`config.mk`:
```
export PLATFORM = sky130hd
export DESIGN_NAME = mem_port_ctrl
export DESIGN_NICKNAME = d
export VERILOG_FILES = /design/src/rtl/mem_port_ctrl.sv
export SDC_FILE = /design/constraint.sdc
export NUM_CORES = 1
export LEC_CHECK = 0
export CAP_MARGIN = 10
export CORE_MARGIN = 10
export CORE_UTILIZATION = 45
export CTS_BUF_LIST = sky130_fd_sc_hd__clkbuf_8
export DETAILED_ROUTE_END_ITERATION = 6
export PLACE_DENSITY = 0.78
export SLEW_MARGIN = 30
export SYNTH_ARGS = -nofsm -noshare
export SYNTH_HDL_FRONTEND = slang
export SYNTH_SLANG_ARGS = --single-unit
```
`constraint.sdc`:
```
create_clock -name clk -period 4.9 [get_ports clk]
set_input_delay 0.98 -clock clk [delete_from_list [all_inputs] [get_ports clk]]
set_output_delay 0.98 -clock clk [all_outputs]
set_load 0.01 [all_outputs]
```
`src/rtl/mem_port_ctrl.sv`:
```
// -----------------------------------------------------------------------------
// mem_port_ctrl
//
// Sequential initiator for one port of the 16-bit, byte-addressed dual-port
// data memory. Turns single load/store requests from the core into properly
// sequenced address / data / write-enable activity on the memory port.
//
// The memory always writes two bytes (addr, addr+1) and its write-enable is
// edge- and address-sensitive. This block therefore:
//   - holds mem_addr/mem_wdata stable for SETUP_CYCLES cycles before mem_we rises,
//   - pulses mem_we for exactly one cycle,
//   - holds address and data for one more cycle after mem_we falls.
// Byte stores use read-modify-write so that the byte at addr+1 is rewritten
// with its current value.
//
// Optional feature macro: MEMCTL_BYTE_RMW_EN
//   defined   : byte loads and read-modify-write byte stores.
//   undefined : req_byte is ignored and every access is a 16-bit word access.
//
// Parameters
//   SETUP_CYCLES  address/data setup cycles before mem_we rises (1..7)
//
// Ports
//   clk        in   system clock, rising edge
//   rstz       in   asynchronous active-low reset
//   req_valid  in   request present
//   req_ready  out  request accepted this cycle (registered)
//   req_we     in   1 = store, 0 = load
//   req_byte   in   1 = byte access, 0 = word access
//   req_addr   in   byte address (word is big-endian {mem[a], mem[a+1]})
//   req_wdata  in   store data (byte store uses [7:0])
//   rsp_valid  out  response present
//   rsp_ready  in   consumer takes the response
//   rsp_rdata  out  load data, 16'h0000 for stores
//   mem_addr   out  memory address
//   mem_wdata  out  memory write data
//   mem_we     out  memory write-enable
//   mem_rdata  in   memory read data (combinational from mem_addr)
//   dvdd/dgnd  io   supply pins, no logic
// -----------------------------------------------------------------------------
module mem_port_ctrl #(
    parameter int unsigned SETUP_CYCLES = 1
) (
    input  logic        clk,
    input  logic        rstz,
    input  logic        req_valid,
    output logic        req_ready,
    input  logic        req_we,
    input  logic        req_byte,
    input  logic [15:0] req_addr,
    input  logic [15:0] req_wdata,
    output logic        rsp_valid,
    input  logic        rsp_ready,
    output logic [15:0] rsp_rdata,
    output logic [15:0] mem_addr,
    output logic [15:0] mem_wdata,
    output logic        mem_we,
    input  logic [15:0] mem_rdata,
    inout  wire         dvdd,
    inout  wire         dgnd
);

    typedef enum logic [2:0] {
        ST_IDLE  = 3'd0,
        ST_RD    = 3'd1,
        ST_SETUP = 3'd2,
        ST_WR    = 3'd3,
        ST_HOLD  = 3'd4,
        ST_RESP  = 3'd5
    } state_e;

    // Counter reload value: SETUP lasts SETUP_CYCLES cycles, counting down to 0.
    localparam logic [2:0] SETUP_LAST = 3'(SETUP_CYCLES - 1);

    state_e      state_q, state_d;
    logic        we_q, we_d;
    logic [2:0]  cnt_q, cnt_d;
    logic [15:0] cap_q, cap_d;
    logic [15:0] mem_addr_q, mem_addr_d;
    logic [15:0] mem_wdata_q, mem_wdata_d;
    logic        mem_we_q, mem_we_d;
    logic        req_ready_q, req_ready_d;
    logic        rsp_valid_q, rsp_valid_d;
    logic [15:0] rsp_rdata_q, rsp_rdata_d;

    logic        accept_s;
    logic        acc_byte_s;
    logic        is_byte_s;
    logic [15:0] merge_s;

    // Supply pins are pass-through only; folding them here keeps them visibly consumed.
    logic unused_supply_s;
    assign unused_supply_s = dvdd ^ dgnd;

    assign accept_s = req_valid & req_ready_q;

`ifdef MEMCTL_BYTE_RMW_EN
    logic       byte_q, byte_d;
    logic [7:0] wbyte_q, wbyte_d;

    // Latch byte-access attributes of the accepted request.
    always_comb begin
        byte_d  = byte_q;
        wbyte_d = wbyte_q;
        if (accept_s) begin
            byte_d  = req_byte;
            wbyte_d = req_wdata[7:0];
        end else begin
            byte_d  = byte_q;
            wbyte_d = wbyte_q;
        end
    end

    // Byte-attribute registers.
    always_ff @(posedge clk or negedge rstz) begin
        if (!rstz) begin
            byte_q  <= 1'b0;
            wbyte_q <= 8'h00;
        end else begin
            byte_q  <= byte_d;
            wbyte_q <= wbyte_d;
        end
    end

    assign acc_byte_s = req_byte;
    assign is_byte_s  = byte_q;
    // New byte goes to addr; addr+1 gets back exactly what was just read there.
    assign merge_s    = {wbyte_q, mem_rdata[7:0]};
`else
    logic unused_byte_s;
    assign unused_byte_s = req_byte;
    assign acc_byte_s    = 1'b0;
    assign is_byte_s     = 1'b0;
    assign merge_s       = mem_wdata_q;
`endif

    // Next-state and next-output logic for the access sequencer.
    always_comb begin
        state_d     = state_q;
        we_d        = we_q;
        cnt_d       = cnt_q;
        cap_d       = cap_q;
        mem_addr_d  = mem_addr_q;
        mem_wdata_d = mem_wdata_q;
        rsp_valid_d = rsp_valid_q;
        rsp_rdata_d = rsp_rdata_q;

        case (state_q)
            ST_IDLE: begin
                if (accept_s) begin
                    we_d       = req_we;
                    mem_addr_d = req_addr;
                    if (req_we && !acc_byte_s) begin
                        mem_wdata_d = req_wdata;
                        cnt_d       = SETUP_LAST;
                        state_d     = ST_SETUP;
                    end else begin
                        // Loads and byte stores both read first.
                        state_d = ST_RD;
                    end
                end else begin
                    state_d = ST_IDLE;
                end
            end
            ST_RD: begin
                cap_d = mem_rdata;
                if (we_q) begin
                    mem_wdata_d = merge_s;
                    cnt_d       = SETUP_LAST;
                    state_d     = ST_SETUP;
                end else begin
                    state_d = ST_RESP;
                end
            end
            ST_SETUP: begin
                if (cnt_q == 3'd0) begin
                    state_d = ST_WR;
                end else begin
                    cnt_d = cnt_q - 3'd1;
                end
            end
            ST_WR: begin
                state_d = ST_HOLD;
            end
            ST_HOLD: begin
                state_d = ST_RESP;
            end
            ST_RESP: begin
                // First RESP cycle formats and registers the response.
                if (!rsp_valid_q) begin
                    rsp_valid_d = 1'b1;
                    if (we_q) begin
                        rsp_rdata_d = 16'h0000;
                    end else if (is_byte_s) begin
                        rsp_rdata_d = {8'h00, cap_q[15:8]};
                    end else begin
                        rsp_rdata_d = cap_q;
                    end
                end else if (rsp_ready) begin
                    rsp_valid_d = 1'b0;
                    state_d     = ST_IDLE;
                end else begin
                    rsp_valid_d = 1'b1;
                end
            end
            default: begin
                state_d = ST_IDLE;
            end
        endcase

        // Registered strobes follow the state being entered.
        req_ready_d = (state_d == ST_IDLE);
        mem_we_d    = (state_d == ST_WR);
    end

    // State and registered outputs; async clear drops mem_we immediately.
    always_ff @(posedge clk or negedge rstz) begin
        if (!rstz) begin
            state_q     <= ST_IDLE;
            we_q        <= 1'b0;
            cnt_q       <= 3'd0;
            cap_q       <= 16'h0000;
            mem_addr_q  <= 16'h0000;
            mem_wdata_q <= 16'h0000;
            mem_we_q    <= 1'b0;
            req_ready_q <= 1'b0;
            rsp_valid_q <= 1'b0;
            rsp_rdata_q <= 16'h0000;
        end else begin
            state_q     <= state_d;
            we_q        <= we_d;
            cnt_q       <= cnt_d;
            cap_q       <= cap_d;
            mem_addr_q  <= mem_addr_d;
            mem_wdata_q <= mem_wdata_d;
            mem_we_q    <= mem_we_d;
            req_ready_q <= req_ready_d;
            rsp_valid_q <= rsp_valid_d;
            rsp_rdata_q <= rsp_rdata_d;
        end
    end

    assign req_ready = req_ready_q;
    assign rsp_valid = rsp_valid_q;
    assign rsp_rdata = rsp_rdata_q;
    assign mem_addr  = mem_addr_q;
    assign mem_wdata = mem_wdata_q;
    assign mem_we    = mem_we_q;

endmodule

```
==> insert_results.sql <==
INSERT INTO impl_metrics (metric_group, metric, value, unit) VALUES
('outcome', 'run_status', 'finished clean', ''),
('cts', 'tritoncts', 'yes', ''),
('finish', 'num_antenna_cells', '0', ''),
('cts', 'clockRootBuffer', 'clkbuf_8', ''),
('grt', 'first_global_vias', '2216', ''),
('cts', 'cts.hold.buffers_added', '0', ''),
('finish', 'finalInstanceArea', '4300', 'µm²'),
('floorplanning', 'io_pins', '107', ''),
('grt', 'globalRouteTotalUtil', '0.141', ''),
('place', 'dp_worst_setup_slack', '2.32', 'ns'),
('place', 'hpwlAfterDp', '5070', 'µm'),
('setup_path', 'cp_num_cells', '1', ''),
('floorplanning', 'initial_core_util', '0.470', ''),
('drt', 'drt-pass1-iter-count', '4', ''),
('power_and_ir_drop', 'p_sw_frac', '0.310', ''),
('power_and_ir_drop', 'ir_drop', '320', 'µV'),
('finish', 'finish.net_count', '386', ''),
('drt', 'routed_wl', '7180', 'µm'),
('worst_hold_path', 'hp-class', 'reg2reg', ''),
('sta', 'rsz0062_at_grt', 'false', ''),
('sta', 'final-setup-viol-count', '0', ''),
('synthesis', 'synth_ff_type', 'dfrtp_1', ''),
('cts', 'cts_htree_levels', '3', ''),
('cts', 'worstSkewPairLatency', '0.35', 'ns'),
('grt', 'grt_remaining_overflow', '0', ''),
('synthesis', 'synthArstFlopShare', '1.00', ''),
('setup_path', 'crit_path_max_incr_delay', '0.57', 'ns'),
('sta', 'final_setup_skew', '0.0107', 'ns'),
('sta', 'tns', '0', 'ns'),
('sta', 'timing.slew.headroom', '0.466', ''),
('synthesis', 'syn-mean-instance-area', '13.3', 'µm²'),
('sta', 'max_freq', '437', 'MHz'),
('power_and_ir_drop', 'cell_area_power_density', '632', 'nW/µm²'),
('drt', 'drc', '0', ''),
('synthesis', 'postSynthRegisterBits', '74', ''),
('cts', 'ctsResizeCount', '0', ''),
('synthesis', 'post_synth_instance_area', '3020', 'µm²'),
('worst_hold_path', 'hold-path-cell-count', '1', ''),
('drt', 'drt_iter0_markers', '63', ''),
('floorplanning', 'dieWidth', '102', 'µm'),
('drt', 'routed_wire_length_per_instance', '17.5', 'µm'),
('cts', 'clock_sink_count', '74', ''),
('sta', 'hold_viol', '0', ''),
('synthesis', 'synth_edf_count', '0', ''),
('drt', 'via_count', '2045', ''),
('sta', 'endpoints_left_unconstrained', '2', ''),
('cts', 'post_cts.repair.setup_buffers', '0', ''),
('sta', 'final_critical_path_setup_slack', '2.61', 'ns'),
('place', 'dpl-instance-area', '4050', 'µm²'),
('cts', 'clock_buffers_created_by_tritoncts', '9', ''),
('setup_path', 'worst-r2r-cell-count', '3', ''),
('setup_path', 'cp_cell_sequence', 'clkdlybuf4s50_1', ''),
('floorplanning', 'placement_rows', '29', ''),
('setup_path', 'worst_setup_path_start_kind', 'register', ''),
('grt', 'grt_first_pass_wirelength', '11300', 'µm'),
('synthesis', 'post_synth_most_frequent_cells', 'dfrtp_1, mux2_2, nand2_1', ''),
('sta', 'final_max_slew_viol_count', '0', ''),
('synthesis', 'cell_taking_the_most_area_after_synthesis', 'dfrtp_1', ''),
('synthesis', 'most_used_standard_cell_by_instance_count_after_synthesis', 'dfrtp_1', ''),
('setup_path', 'critPathBufInv', '1', ''),
('setup_path', 'critPathKind', 'reg2out', ''),
('setup_path', 'critical_path.endpoint_type', 'primary output', ''),
('power_and_ir_drop', 'power_leakage', '1.91', 'nW'),
('synthesis', 'proportion_of_synthesized_chip_area_in_sequential_cells', '0.613', ''),
('setup_path', 'worst_path_dominant_cell_family', 'buffers and inverters', ''),
('setup_path', 'arrival', '1.31', 'ns'),
('power_and_ir_drop', 'sequential_fraction_of_design_power', '0.389', ''),
('power_and_ir_drop', 'netSwitchingPower', '0.000841', 'W'),
('finish', 'syn_to_final_growth', '42.3', '%'),
('setup_path', 'required', '3.92', 'ns'),
('floorplanning', 'core', '6420', 'µm²');
kinds of logic (layout without fill, tap and decap cells):
logic type | after synthesis | in the layout | share of synthesized area
buffers and inverters | 18 | 124 | 0.0369
AOI/OAI and AO/OA | 30 | 30 | 0.0589
DFF | 74 | 74 | 0.613
adders and majority gates | 2 | 2 | 0.00829
and+or+nand+nor | 55 | 55 | 0.0937
muxes | 48 | 48 | 0.189
worst register-to-register path: stages, from the launching register on:
cell	delay [ns]
dfrtp_1	0.57
nor2b_1	0.23
and2_1	0.67
mux2_2	0.43
layout make-up:
class / count / area (µm²)
fill: 494 / 2130
sequential: 74 / 1850
multi-input combinational: 135 / 1060
timing repair buffer: 103 / 1030
clock buffer: 9 / 124
clock inverter: 7 / 118
tap: 77 / 96.3
inverter: 5 / 18.8
per-layer routing:
metal  global-route usage  routed length, µm
met1                0.159               2970
met2                0.239               3670
met3               0.0412                419
met4               0.0716                122
met5                    0                  0
power by group through the flow:
stage	combinational (W)	clock (W)	sequential, W
after floorplan	0.000525	0	0.00111
after global placement	0.00108	0	0.00106
after detailed placement	0.00110	0	0.00107
after CTS	0.00111	0.000585	0.00106
after global routing	0.00118	0.000607	0.00110
final	0.00109	0.000571	0.00106
sequential cells by signal, indices dropped and copies added (netlist names):
| register | cells |
|---|---|
| cap_q | 16 |
| cnt_q | 3 |
| mem_addr | 16 |
| mem_wdata | 16 |
| mem_we | 1 |
| req_ready | 1 |
| rsp_rdata | 16 |
| rsp_valid | 1 |
| state_q | 3 |
| we_q | 1 |
per-stage QoR:
stage | std cells | hold slack, ns | total power [W] | utilization
after floorplan | 227 | 0.450 | 0.00164 | -
after global placement | 394 | 0.461 | 0.00213 | 0.631
after detailed placement | 394 | 0.467 | 0.00217 | 0.631
after CTS | 410 | 0.484 | 0.00275 | 0.668
after global routing | 410 | 0.495 | 0.00289 | 0.669
final | 410 | 0.479 | 0.00272 | 0.669
final timing paths:
path	startpoint	endpoint	slack, ns
worst max-delay path	rsp_valid$_DFFE_PN0N_	rsp_valid	2.61
worst max register to register	state_q[0]$_DFF_PN0_	cap_q[7]$_DFFE_PN0N_	2.89
min in group asynchronous	rstz	mem_we$_DFF_PN0_	0.64
worst min-delay path	cnt_q[1]$_DFFE_PN0P_	cnt_q[1]$_DFFE_PN0P_	0.48
max in group asynchronous	rstz	mem_wdata[4]$_DFFE_PN0P_	3.80
worst min register to register	cnt_q[1]$_DFFE_PN0P_	cnt_q[1]$_DFFE_PN0P_	0.48
placed cells by master (no fill, tap or decap), types with 2 or more instances in the layout:
| cell | netlist | routed |
|---|---|---|
| clkbuf_8 | 0 | 9 |
| nand2_1 | 35 | 35 |
| ha_1 | 2 | 2 |
| nor2b_1 | 2 | 2 |
| dfrtp_1 | 74 | 74 |
| inv_1 | 4 | 4 |
| nor3b_1 | 2 | 2 |
| nor3_1 | 2 | 2 |
| o21ai_0 | 18 | 18 |
| mux2_2 | 40 | 40 |
| nand3b_1 | 2 | 2 |
| nor2_1 | 2 | 2 |
| clkinv_4 | 0 | 2 |
| bufinv_16 | 0 | 3 |
| clkdlybuf4s50_1 | 0 | 102 |
| clkinv_2 | 0 | 2 |
| mux2_4 | 8 | 8 |
| a21oi_1 | 4 | 4 |
| a21o_1 | 3 | 3 |
Note: power is estimated with default switching activity, not from simulation.
